### config.mk
export PLATFORM = sky130hd
export DESIGN_NAME = bus_beat_packer
export DESIGN_NICKNAME = d
export VERILOG_FILES = /design/src/rtl/bus_beat_packer.sv
export SDC_FILE = /design/constraint.sdc
export NUM_CORES = 1
export LEC_CHECK = 0
export CAP_MARGIN = 20
export CORE_MARGIN = 5
export CORE_UTILIZATION = 40
export CTS_CLUSTER_SIZE = 16
export DETAILED_ROUTE_END_ITERATION = 10
export GPL_ROUTABILITY_DRIVEN = 0
export HOLD_SLACK_MARGIN = 0.05
export PLACE_DENSITY = 0.68
export SYNTH_ARGS = -nofsm -noshare
export SYNTH_HDL_FRONTEND = slang
export SYNTH_SLANG_ARGS = --single-unit
### constraint.sdc
create_clock -name clk -period 2.5 [get_ports clk]
set_input_delay 0.5 -clock clk [delete_from_list [all_inputs] [get_ports clk]]
set_output_delay 0.5 -clock clk [all_outputs]
set_load 0.02 [all_outputs]
### src/rtl/bus_beat_packer.sv
// Packs narrow bus beats LSB-first into wide words and queues them in a
// first-word-fall-through FIFO presented on a valid/ready interface.
module bus_beat_packer #(
  parameter int unsigned BUS_W = 2,
  parameter int unsigned BEATS = 4,
  parameter int unsigned DEPTH = 4
) (
  input  logic                             clk,
  input  logic                             rst,
  input  logic                             in_valid,
  output logic                             in_ready,
  input  logic [BUS_W-1:0]                 in_data,
  input  logic                             in_last,
  output logic                             out_valid,
  input  logic                             out_ready,
  output logic [BUS_W*BEATS-1:0]           out_data,
  output logic [$clog2(BEATS+1)-1:0]       out_count,
  output logic [$clog2(DEPTH+1)-1:0]       level
);

  localparam int unsigned WORD_W = BUS_W * BEATS;
  localparam int unsigned CNT_W  = $clog2(BEATS + 1);
  localparam int unsigned LVL_W  = $clog2(DEPTH + 1);
  localparam int unsigned PTR_W  = $clog2(DEPTH);

  typedef enum logic [0:0] {EMPTY, PARTIAL} state_t;

  state_t              state, state_d;
  logic [CNT_W-1:0]    cnt, cnt_d, cnt_inc;
  logic [WORD_W-1:0]   pack, pack_d, word_c;
  logic                accept, push, pop;

  logic [WORD_W-1:0]   mem_data [DEPTH];
  logic [CNT_W-1:0]    mem_cnt  [DEPTH];
  logic [PTR_W-1:0]    wr_ptr, rd_ptr;

  assign in_ready  = !rst && (level != LVL_W'(DEPTH));
  assign out_valid = (level != '0);
  assign accept    = in_valid && in_ready;
  assign pop       = out_valid && out_ready;
  assign cnt_inc   = cnt + CNT_W'(1);

  // Empty FIFO drives zeros so the head never shows stale storage.
  assign out_data  = out_valid ? mem_data[rd_ptr] : '0;
  assign out_count = out_valid ? mem_cnt[rd_ptr]  : '0;

  // Merge the incoming beat into the pack register at the current position
  always_comb begin
    word_c = pack;
    for (int k = 0; k < int'(BEATS); k++) begin
      if (CNT_W'(k) == cnt) word_c[k*BUS_W +: BUS_W] = in_data;
    end
  end

  // Packer next-state
  always_comb begin
    state_d = state;
    cnt_d   = cnt;
    pack_d  = pack;
    push    = 1'b0;
    if (accept) begin
      push = in_last || (cnt_inc == CNT_W'(BEATS));
      if (push) begin
        cnt_d   = '0;
        pack_d  = '0;
        state_d = EMPTY;
      end else begin
        cnt_d   = cnt_inc;
        pack_d  = word_c;
        state_d = PARTIAL;
      end
    end
  end

  always_ff @(posedge clk) begin
    if (rst) begin
      state  <= EMPTY;
      cnt    <= '0;
      pack   <= '0;
      wr_ptr <= '0;
      rd_ptr <= '0;
      level  <= '0;
    end else begin
      state <= state_d;
      cnt   <= cnt_d;
      pack  <= pack_d;
      if (push) wr_ptr <= wr_ptr + PTR_W'(1);
      if (pop)  rd_ptr <= rd_ptr + PTR_W'(1);
      case ({push, pop})
        2'b10:   level <= level + LVL_W'(1);
        2'b01:   level <= level - LVL_W'(1);
        default: level <= level;
      endcase
    end
  end

  // FIFO storage; contents are qualified by level, so no reset is needed
  always_ff @(posedge clk) begin
    if (push) begin
      mem_data[wr_ptr] <= word_c;
      mem_cnt[wr_ptr]  <= cnt_inc;
    end
  end

endmodule

# After elaboration in Yosys (flattened, before gate mapping)
# Memory sizes are Yosys's and may differ from the RTL's. A register that Yosys moved wholly into a read port is not among the register bits.
# Index checks and enable logic that the tools add are counted.
# W data, S select, Z words.
dict set report op_classes {
  addsub 5
  muxes 16
  reduce_logical 8
  eq_ne 7
}
# operator n
set ops {}
lappend ops {{$mux W2} 8}
lappend ops {{$mux W8} 2}
lappend ops {{$add A3 B1 Y3 const B} 2}
lappend ops {{$eq A2 B3 Y1 const A} 2}
lappend ops {{$mux W3} 2}
lappend ops {{$pmux W3 S2} 1}
lappend ops {{$add A2 B1 Y2 const B} 2}
lappend ops {{$eq A1 B3 Y1 const A} 1}
lappend ops {{$eq A3 B3 Y1 const B} 1}
lappend ops {{$logic_and A1 B1 Y1} 3}
lappend ops {{$logic_not A3 Y1} 1}
lappend ops {{$mux W1} 3}
lappend ops {{$ne A3 B3 Y1 const B} 1}
lappend ops {{$reduce_bool A3 Y1} 1}
lappend ops {{$sub A3 B1 Y3 const B} 1}
lappend ops {{$eq A2 B1 Y1 const B} 1}
lappend ops {{$eq A2 B2 Y1 const B} 1}
lappend ops {{$reduce_bool A2 Y1} 1}
lappend ops {{$logic_not A1 Y1} 1}
lappend ops {{$logic_or A1 B1 Y1} 1}
dict set report word_totals {
  mem_bits_rw 44
  mem_count 2
  register_bits 18
  in_bits 7
}
# memory depth word_bits read_ports rd_clocked_by_memory_dff write_ports line
set mem_list {}
lappend mem_list {mem_data 4 8 1 1 1 33} ;# logic [WORD_W-1:0] mem_data [DEPTH];
lappend mem_list {mem_cnt 4 3 1 1 1 34} ;# logic [CNT_W-1:0] mem_cnt [DEPTH];

# Depth between registers and ports, before layout
# Gate-level depths: netlist (run 1).
dict set report depth {
  ltp_word 6
  mapped_depth 11
}

# Worst setup path before layout (run 1)
# Ideal clock, no wire load.
dict set report synth_timing {
  path_type {register to register}
  start {reg cnt[0]}
  end {reg level[2]}
  required_time_ns 2.429
  setup_ns 0.071
  arrival_ns 2.327
  path_slack_ns 0.102
  stages_incl_launch_ff 12
  n_path_buf 0
  path_cell_list {dfxtp_1 -> ha_1 -> ha_1 -> o21ai_0 -> nor3_1 -> inv_1 -> ha_1 -> inv_1 -> fa_1 -> xor2_1 -> or3_1 -> a21oi_1}
}
dict set report synth_via {
  elab_chain_cells 6
  elab_cells_between_ends 8
  classes_between {add/sub: 1; eq/ne: 3; mux: 2; reduce/logical: 2}
}
# item line
set synth_rtl {}
lappend synth_rtl {{from (decl)} 29} ;# logic [CNT_W-1:0] cnt, cnt_d, cnt_inc;
lappend synth_rtl {{from (signal assigned)} 85} ;# cnt <= cnt_d;
lappend synth_rtl {{$add A3 B1 Y3 *} 41} ;# assign cnt_inc = cnt + CNT_W'(1);
lappend synth_rtl {{$eq A3 B3 Y1 *} 62} ;# push = in_last || (cnt_inc == CNT_W'(BEATS));
lappend synth_rtl {{$logic_or A1 B1 Y1 *} 62}
lappend synth_rtl {{$mux W1 *} 61} ;# if (accept) begin
lappend synth_rtl {{$eq A2 B1 Y1 / $eq A2 B2 Y1 (equally long branches)} 89} ;# case ({push, pop})
lappend synth_rtl {{$pmux W3 S2 / $reduce_bool A2 Y1 (equally long branches)} -}
lappend synth_rtl {{to (signal assigned)} 90} ;# 2'b10: level <= level + LVL_W'(1);
lappend synth_rtl {{to (signal assigned)} 91} ;# 2'b01: level <= level - LVL_W'(1);
lappend synth_rtl {{to (signal assigned)} 92} ;# default: level <= level;
lappend synth_rtl {{to (decl)} 18} ;# output logic [$clog2(DEPTH+1)-1:0] level
# Every way passes the cells marked *; elsewhere a longest branch is shown, timed or not.
# A chain may end at the register's enable or synchronous reset.

==> parameters.txt, run 1 <==
Parameter                              Value

Worst setup path
  Worst reg2reg setup slack    0.22 ns
  Worst Path Class, Setup    flip-flop to output port
  Critical R2R Capture    level[2]$_SDFFE_PP0P_
  Crit path capture type    output port
  CP endpoint    out_data[7]
  Worst R2R Path Depth    11
  Required time at the worst-slack endpoint    2.00 ns
  Critical path launch point type    flip-flop
  Worst-path fanout max    11
  Reg2Reg Launch Point    cnt[2]$_SDFFE_PP0P_
  Arrival time worst endpoint    1.82 ns

Pwr
  Worst IR Drop VDD    0.400 mV
  Leak pwr    1.22 nW
  Power Density    835 nW/um2

Synthesis
  Number of standard cells after synthesis    195
  Post-synth cell types    30
  Number of register bits inferred by synthesis    64
  EDFF count, synth    44
  Cell area after technology mapping    2810 um2
  XOR/XNOR Fraction of Synth Area    0.935%
  Dominant register cell in the synthesized netlist    sky130_fd_sc_hd__edfxtp_1
  Fraction of the mapped netlist area in simple logic gates    10.4%
  Yosys Warn Count    0
  Syn_nets    214
  Post-synthesis adder-cell area fraction    5.61%
  Sequential cell area fraction in the yosys report    61.3%
  Share of cell area taken by muxes after synthesis    12.0%
  Combinational family with the most area after synthesis    multiplexers
  Area fraction in compound gates after synthesis    6.59%
  Proportion of register bits with asynchronous set or reset after synthesis    0%
  Average cell area after synthesis    14.4 um2

Clocking
  Insertion delay to the later sink of the worst-skew pair    0.33 ns
  Clock transition at the register clock pins on the worst setup and hold paths after CTS    0.07 ns
  Number of clock sinks    64
  Clock tree root buffer cell    sky130_fd_sc_hd__clkbuf_8
  Htree depth    3
  Maximum root-to-sink buffer count    2
  Clock tree from TritonCTS    done
  Number of buffers added by the clock tree synthesis step    9
  Postcts setup bufs    0

STA
  Peak clock frequency supported by timing    0.430 GHz
  Number of endpoints failing setup at the final stage    0
  Final Hold Fails    0
  Worst slew margin relative to its limit    70.0%
  Time the final worst path needs with I/O delays and setup    2.32 ns
  Share of the clock period used by the worst path after layout    93.0%
  Clock Skew    0.00572 ns
  Final setup slack of the worst path    0.176 ns
  Pin slew with the least headroom to its limit    0.450 ns
  RSZ-0062 raised after global routing    false
  Total count of max-transition violations in the final report    0
  Hold slack final    0.475 ns

Drt
  Via total after detailed routing    1645
  DRC errors left    0
  Antenna viol nets, final    0
  DRT Pass-1 Iters    4
  Routed via count divided by cell count    4.91
  Overall routed net length    5180 um
  Detailed router's first-iteration violation count    91
  Routed wire length per instance    15.5 um

Die
  Count of standard-cell rows    30
  Number of top-level design ports    23
  Starting Density    41.1%
  Vert. Die Dim    93.8 um
  Core Area    6830 um2
  Die Footprint    8800 um2
  X dimension of the die    93.8 um

Place
  Buffers added on ports    22
  Final HPWL from detailed placement    3490 um
  Worst-case setup slack after placement    -0.0819 ns

Run
  Max-cap violations    0

Finish
  Most common library cell in the layout ignoring fill and taps    sky130_fd_sc_hd__edfxtp_1
  Share of final-layout standard cells stronger than drive strength 1    23.0%
  Commonest cells after routing, fill and taps aside    sky130_fd_sc_hd__edfxtp_1, sky130_fd_sc_hd__dfxtp_1, sky130_fd_sc_hd__nor2b_1, sky130_fd_sc_hd__buf_4, sky130_fd_sc_hd__inv_1
  Number of antenna diodes    0
  Area Growth Syn to Fin    21.4%
  Area of combinational cells with multiple inputs    1010 um2
  Count of filler cells inserted in the layout    635
  FF+latch area    1720 um2
  Total number of nets in the final design    253

Min path
  Worst Hold Class    flip-flop to flip-flop
  Origin of the worst min-delay path    pack[6]$_SDFFE_PP0P_

Global routing
  Global-route usage over all layers    13.6%
  Number of antenna violations at the first check in global routing    0
  Wire length of the first global-routing pass    8870 um
  Sum of overflow across all layers after global routing    0
  Via count of the first global-routing pass    1759
  Maximum number of pins on one net before global-route repair    16

Run status
  Run status    completed
worst max-delay path, cell delays in order (launching register included):
cell                            delay (ns)
sky130_fd_sc_hd__dfxtp_1              0.36
sky130_fd_sc_hd__buf_12               0.16
sky130_fd_sc_hd__mux4_2               0.51
sky130_fd_sc_hd__nor2b_1              0.14
sky130_fd_sc_hd__dlygate4sd2_1        0.32
state kept, by name, indices dropped and copies added, names as in the netlist, named ones only:
name,count
cnt,3
level,3
mem_cnt,12
mem_data,32
pack,8
rd_ptr,2
wr_ptr,2
synth_stat cells, drive strengths merged, types with 6 or more instances:
cell type / count / area, um2
mux2: 8 / 90.1
a31o: 6 / 52.6
nor2: 7 / 26.3
nand2b: 8 / 50.1
dfxtp: 20 / 400
o21ai: 6 / 30.0
nor2b: 14 / 87.6
clkbuf: 6 / 22.5
ha: 11 / 138
mux4: 11 / 248
edfxtp: 44 / 1320
a21oi: 10 / 50.1
inv: 12 / 45.0
report_power, final:
| group | switching (mW) | total (mW) | internal (mW) |
|---|---|---|---|
| Clock | 0.387 | 0.842 | 0.455 |
| Sequential | 0.0426 | 1.22 | 1.18 |
| Combinational | 0.419 | 0.789 | 0.370 |
worst min path at each step:
stage / end / cells past startpoint
after floorplan: pack[6]$_SDFFE_PP0P_ / 2
after global placement: pack[6]$_SDFFE_PP0P_ / 2
after detailed placement: pack[7]$_SDFFE_PP0P_ / 2
after CTS: pack[7]$_SDFFE_PP0P_ / 2
after global routing: pack[7]$_SDFFE_PP0P_ / 2
final: pack[6]$_SDFFE_PP0P_ / 2
metal layers:
layer / share of wire [%] / routed length (um) / vias up / GRT usage [%]
met5: 0 / 0 / - / 0
met4: 2.5 / 128 / 0 / 7.58
met3: 3.6 / 186 / 10 / 2.48
met2: 48 / 2490 / 32 / 21.6
met1: 46 / 2380 / 803 / 17.4
li1: - / - / 800 / -
cells by family after synthesis:
family	count (synthesis)
and+or+nand+nor	49
adders and majority gates	12
AOI/OAI and AO/OA	27
buffers and inverters	21
xor gates and xnor gates	3
muxes	19
DFF	64
timing repair:
action,CTS,global route
endpoints found under the setup margin,11,1
resized for setup,11,3
hold buffers,0,0
layout make-up:
cell class	count	area share (%)
Timing Repair Buffer	37	9.72
Multi-Input combinational cell	110	29.5
Tap cell	96	3.52
Inverter	12	1.32
Clock inverter	6	1.76
Sequential cell	64	50.5
Clock buffer	10	3.74
metrics by stage:
step | std cells | total power, mW | TNS [ns] | instance area [um2] | utilization, %
2_1_floorplan | 195 | 1.74 | 0 | 2810 | -
3_3_place_gp | 319 | 2.08 | -0.00284 | 3230 | 47.3
3_5_place_dp | 319 | 2.10 | -0.0819 | 3230 | 47.3
4_1_cts | 335 | 2.90 | 0 | 3410 | 49.9
5_1_grt | 335 | 3.03 | 0 | 3410 | 49.9
6_report | 335 | 2.85 | 0 | 3410 | 49.9
(Power assumes the default switching activity.)
==> inputs of run 2 (changes only) <==
--- a/config.mk
+++ b/config.mk
@@ -16,3 +16,4 @@
 export SYNTH_ARGS = -nofsm -noshare
 export SYNTH_HDL_FRONTEND = slang
 export SYNTH_SLANG_ARGS = --single-unit
+export TNS_END_PERCENT = 10
==> results of run 2 <==
The final DEF is identical to that of run 1; final timing and power are the same.
==> inputs of run 3 (changes only) <==
--- a/config.mk
+++ b/config.mk
@@ -6,13 +6,13 @@
 export NUM_CORES = 1
 export LEC_CHECK = 0
 export CAP_MARGIN = 20
-export CORE_MARGIN = 5
-export CORE_UTILIZATION = 40
+export CORE_MARGIN = 2
+export CORE_UTILIZATION = 35
 export CTS_CLUSTER_SIZE = 16
 export DETAILED_ROUTE_END_ITERATION = 10
 export GPL_ROUTABILITY_DRIVEN = 0
 export HOLD_SLACK_MARGIN = 0.05
-export PLACE_DENSITY = 0.68
+export PLACE_DENSITY = 0.62
 export SYNTH_ARGS = -nofsm -noshare
 export SYNTH_HDL_FRONTEND = slang
 export SYNTH_SLANG_ARGS = --single-unit
==> run 3 against run 2 <==
Sequential power about the same. Clock power increased by 14%. Worst setup slack worse by 0.016 ns. First-iteration DRC count shrank 27%. Flip-flop and latch count is the same. Worst hold slack got worse by 0.0058 ns. Combinational power is 1% lower. Final area is 0.84% higher. Via count up 1.2%. Critical path depth is the same. Count of clock-buffer cells in the layout increased by 2.
==> parameters.txt, run 3 (synthesized netlist as in run 1, its figures left out) <==
Parameter                              Value

Run status
  Run status    completed (unchanged)

Worst setup path
  Worst reg2reg setup slack    0.18 ns (was 0.22 ns)
  Worst Path Class, Setup    flip-flop to output port (unchanged)
  Slowest stage cell, crit path    sky130_fd_sc_hd__mux4_2 (unchanged)
  Critical path launch point type    flip-flop (unchanged)
  Slowest stage delay, CP    0.53 ns (was 0.51 ns)
  Cell-by-cell trace of the critical path    buf_12 -> mux4_2 -> nor2b_1 -> dlygate4sd2_1 (unchanged)
  Crit path capture type    output port (unchanged)
  Reg2Reg Launch Point    cnt[0]$_SDFFE_PP0P_ (was cnt[2]$_SDFFE_PP0P_)
  Combined buffer and inverter count along the critical path    2 (unchanged)
  Critical R2R Capture    level[2]$_SDFFE_PP0P_ (unchanged)
  Arrival time worst endpoint    1.84 ns (was 1.82 ns)
  Total number of cells along the worst setup path    4 (unchanged)
  Cell class contributing the biggest share of worst-path delay    multiplexers (unchanged)
  Required time at the worst-slack endpoint    2.00 ns (about the same)
  Worst-path fanout max    11 (unchanged)
  Worst R2R Path Depth    11 (unchanged)

Global routing
  Sum of overflow across all layers after global routing    0 (unchanged)
  Wire length of the first global-routing pass    8270 um (was 8870 um)
  Global-route usage over all layers    13.2% (was 13.6%)
  GRT met1 Usage    17.6% (was 17.4%)
  Maximum number of pins on one net before global-route repair    15 (was 16)
  Number of antenna violations at the first check in global routing    0 (unchanged)
  Via count of the first global-routing pass    1571 (was 1759)
  Busiest grt layer    met2 (unchanged)
  Met3 Resource Use GR    2.90% (was 2.48%)
  Met2 Track Usage GR    19.8% (was 21.6%)

Finish
  Final cell utilization of the core    44.3% (was 49.9%)
  Biggest regs    mem_data: 32 flops, mem_cnt: 12 flops, pack: 8 flops (unchanged)
  Area of combinational cells with multiple inputs    1000 um2 (was 1010 um2)
  Commonest cells after routing, fill and taps aside    sky130_fd_sc_hd__edfxtp_1, sky130_fd_sc_hd__dfxtp_1, sky130_fd_sc_hd__nor2b_1, sky130_fd_sc_hd__buf_4, sky130_fd_sc_hd__inv_1 (unchanged)
  Most common library cell in the layout ignoring fill and taps    sky130_fd_sc_hd__edfxtp_1 (unchanged)
  FF+latch area    1720 um2 (unchanged)
  Max reg flops    32 (unchanged)
  Share of final-layout standard cells stronger than drive strength 1    22.2% (was 23.0%)
  Area Growth Syn to Fin    22.4% (was 21.4%)
  Number of antenna diodes    0 (unchanged)
  Post-route non-filler standard cell count    341 (was 335)
  Register containing the most flip-flops in the final layout    mem_data (unchanged)
  Count of filler cells inserted in the layout    733 (was 635)
  Total number of nets in the final design    253 (unchanged)

Pwr
  Switching power summed over all nets    826 uW (was 848 uW)
  Switching Fraction    27.9% (was 29.8%)
  Power share of the combinational group    26.4% (was 27.7%)
  Cell Int Power    2.13 mW (was 2.00 mW)
  Total Power    2.96 mW (was 2.85 mW)
  Sequential share of power    41.2% (was 42.8%)
  Leak pwr    1.24 nW (was 1.22 nW)
  Worst IR Drop VDD    0.331 mV (was 0.400 mV)
  Power Density    860 nW/um2 (was 835 nW/um2)
  Clock network fraction of total power    32.4% (was 29.5%)

Die
  Core Area    7770 um2 (was 6830 um2)
  X dimension of the die    93.6 um (was 93.8 um)
  Count of standard-cell rows    32 (was 30)
  Die Footprint    8760 um2 (was 8800 um2)
  Vert. Die Dim    93.6 um (was 93.8 um)
  Number of top-level design ports    23 (unchanged)
  Starting Density    36.2% (was 41.1%)

Clocking
  Clock tree root buffer cell    sky130_fd_sc_hd__clkbuf_8 (unchanged)
  Insertion delay to the later sink of the worst-skew pair    0.34 ns (was 0.33 ns)
  Clock transition at the register clock pins on the worst setup and hold paths after CTS    0.06 ns (was 0.07 ns)
  Htree depth    3 (unchanged)
  Clock tree from TritonCTS    done (unchanged)
  Maximum root-to-sink buffer count    2 (unchanged)
  Resized cells post-CTS    11 (unchanged)
  Number of clock sinks    64 (unchanged)
  Number of buffers added by the clock tree synthesis step    9 (unchanged)
  Hold-fix buffers at CTS    0 (unchanged)
  Postcts setup bufs    0 (unchanged)

Min path
  Origin of the worst min-delay path    pack[7]$_SDFFE_PP0P_ (was pack[6]$_SDFFE_PP0P_)
  Worst Hold Class    flip-flop to flip-flop (unchanged)
  Worst hold endpoint    pack[7]$_SDFFE_PP0P_ (was pack[6]$_SDFFE_PP0P_)
  Hold depth    2 (unchanged)

STA
  Clock Skew    0.00694 ns (was 0.00572 ns)
  Pin slew with the least headroom to its limit    0.456 ns (was 0.450 ns)
  Peak clock frequency supported by timing    0.427 GHz (was 0.430 GHz)
  Total count of max-transition violations in the final report    0 (unchanged)
  Worst slew margin relative to its limit    69.6% (was 70.0%)
  Time the final worst path needs with I/O delays and setup    2.34 ns (was 2.32 ns)
  RSZ-0062 raised after global routing    false (unchanged)
  Share of the clock period used by the worst path after layout    93.6% (was 93.0%)
  Number of endpoints failing setup at the final stage    0 (unchanged)
  Final Hold Fails    0 (unchanged)

Place
  Number of placed instances with taps included    325 (was 319)
  Final HPWL from detailed placement    3430 um (was 3490 um)
  Buffers added on ports    22 (unchanged)

Drt
  Antenna viol nets, final    0 (unchanged)
  DRT Pass-1 Iters    4 (unchanged)
  Routed wire length per instance    14.9 um (was 15.5 um)
  Routed via count divided by cell count    4.88 (was 4.91)
  DRC errors left    0 (unchanged)
  Overall routed net length    5090 um (was 5180 um)
  Via total after detailed routing    1664 (was 1645)
  Detailed router's first-iteration violation count    66 (was 91)

Run
  Max-cap violations    0 (unchanged)
==> run 3: worst max-delay path by stage <==
stage	start	endpoint
detailed placement	in_last	level[2]$_SDFFE_PP0P_
floorplan	cnt[0]$_SDFFE_PP0P_	level[2]$_SDFFE_PP0P_
global placement	in_last	level[2]$_SDFFE_PP0P_
CTS	cnt[0]$_SDFFE_PP0P_	level[2]$_SDFFE_PP0P_
global route	cnt[0]$_SDFFE_PP0P_	level[2]$_SDFFE_PP0P_
finish	flip-flop	out_count[0]
==> run 3: layout make-up <==
cell class | count | share of cell area [%]
flip-flops and latches | 64 | 50.0
multi-input cells | 110 | 29.1
repair buffers | 37 | 9.64
clock buffers | 12 | 4.22
well taps | 102 | 3.71
clock inverters | 4 | 2.04
inverters | 12 | 1.31
==> run 3: power by group through the flow <==
stage	combinational, mW	clock, mW	sequential, mW
floorplan	0.492	0	1.25
global placement	0.847	0	1.24
detailed placement	0.852	0	1.24
CTS	0.798	0.980	1.22
global route	0.863	1.04	1.22
finish	0.781	0.958	1.22
==> run 3: per-stage QoR <==
step / cell area [um2] / setup WS (ns) / setup TNS [ns] / hold WS, ns
detailed placement: 3240 / -0.0956 / -0.0956 / 0.461
global placement: 3240 / -0.0148 / -0.0148 / 0.450
floorplan: 2810 / 0.102 / 0 / 0.440
CTS: 3440 / 0.0603 / 0 / 0.471
global route: 3440 / 0.00806 / 0 / 0.494
finish: 3440 / 0.160 / 0 / 0.469
==> run 3: layer usage <==
metal	vias up	wire, um
met2	33	2390
met5	-	0
li1	799	-
met1	821	2410
met3	11	156
met4	0	139
==> run 3: worst reg2reg max path, delay by kind of cell, from the launching register on <==
kind                     cells  cell delay (ns)
flip-flops                   1             0.33
buffers and inverters        2             0.12
XOR/XNOR                     1             0.15
AO/OA/AOI/OAI                2             0.31
AND/OR/NAND/NOR              2             0.38
adder cells (fa/ha/maj)      4             0.97
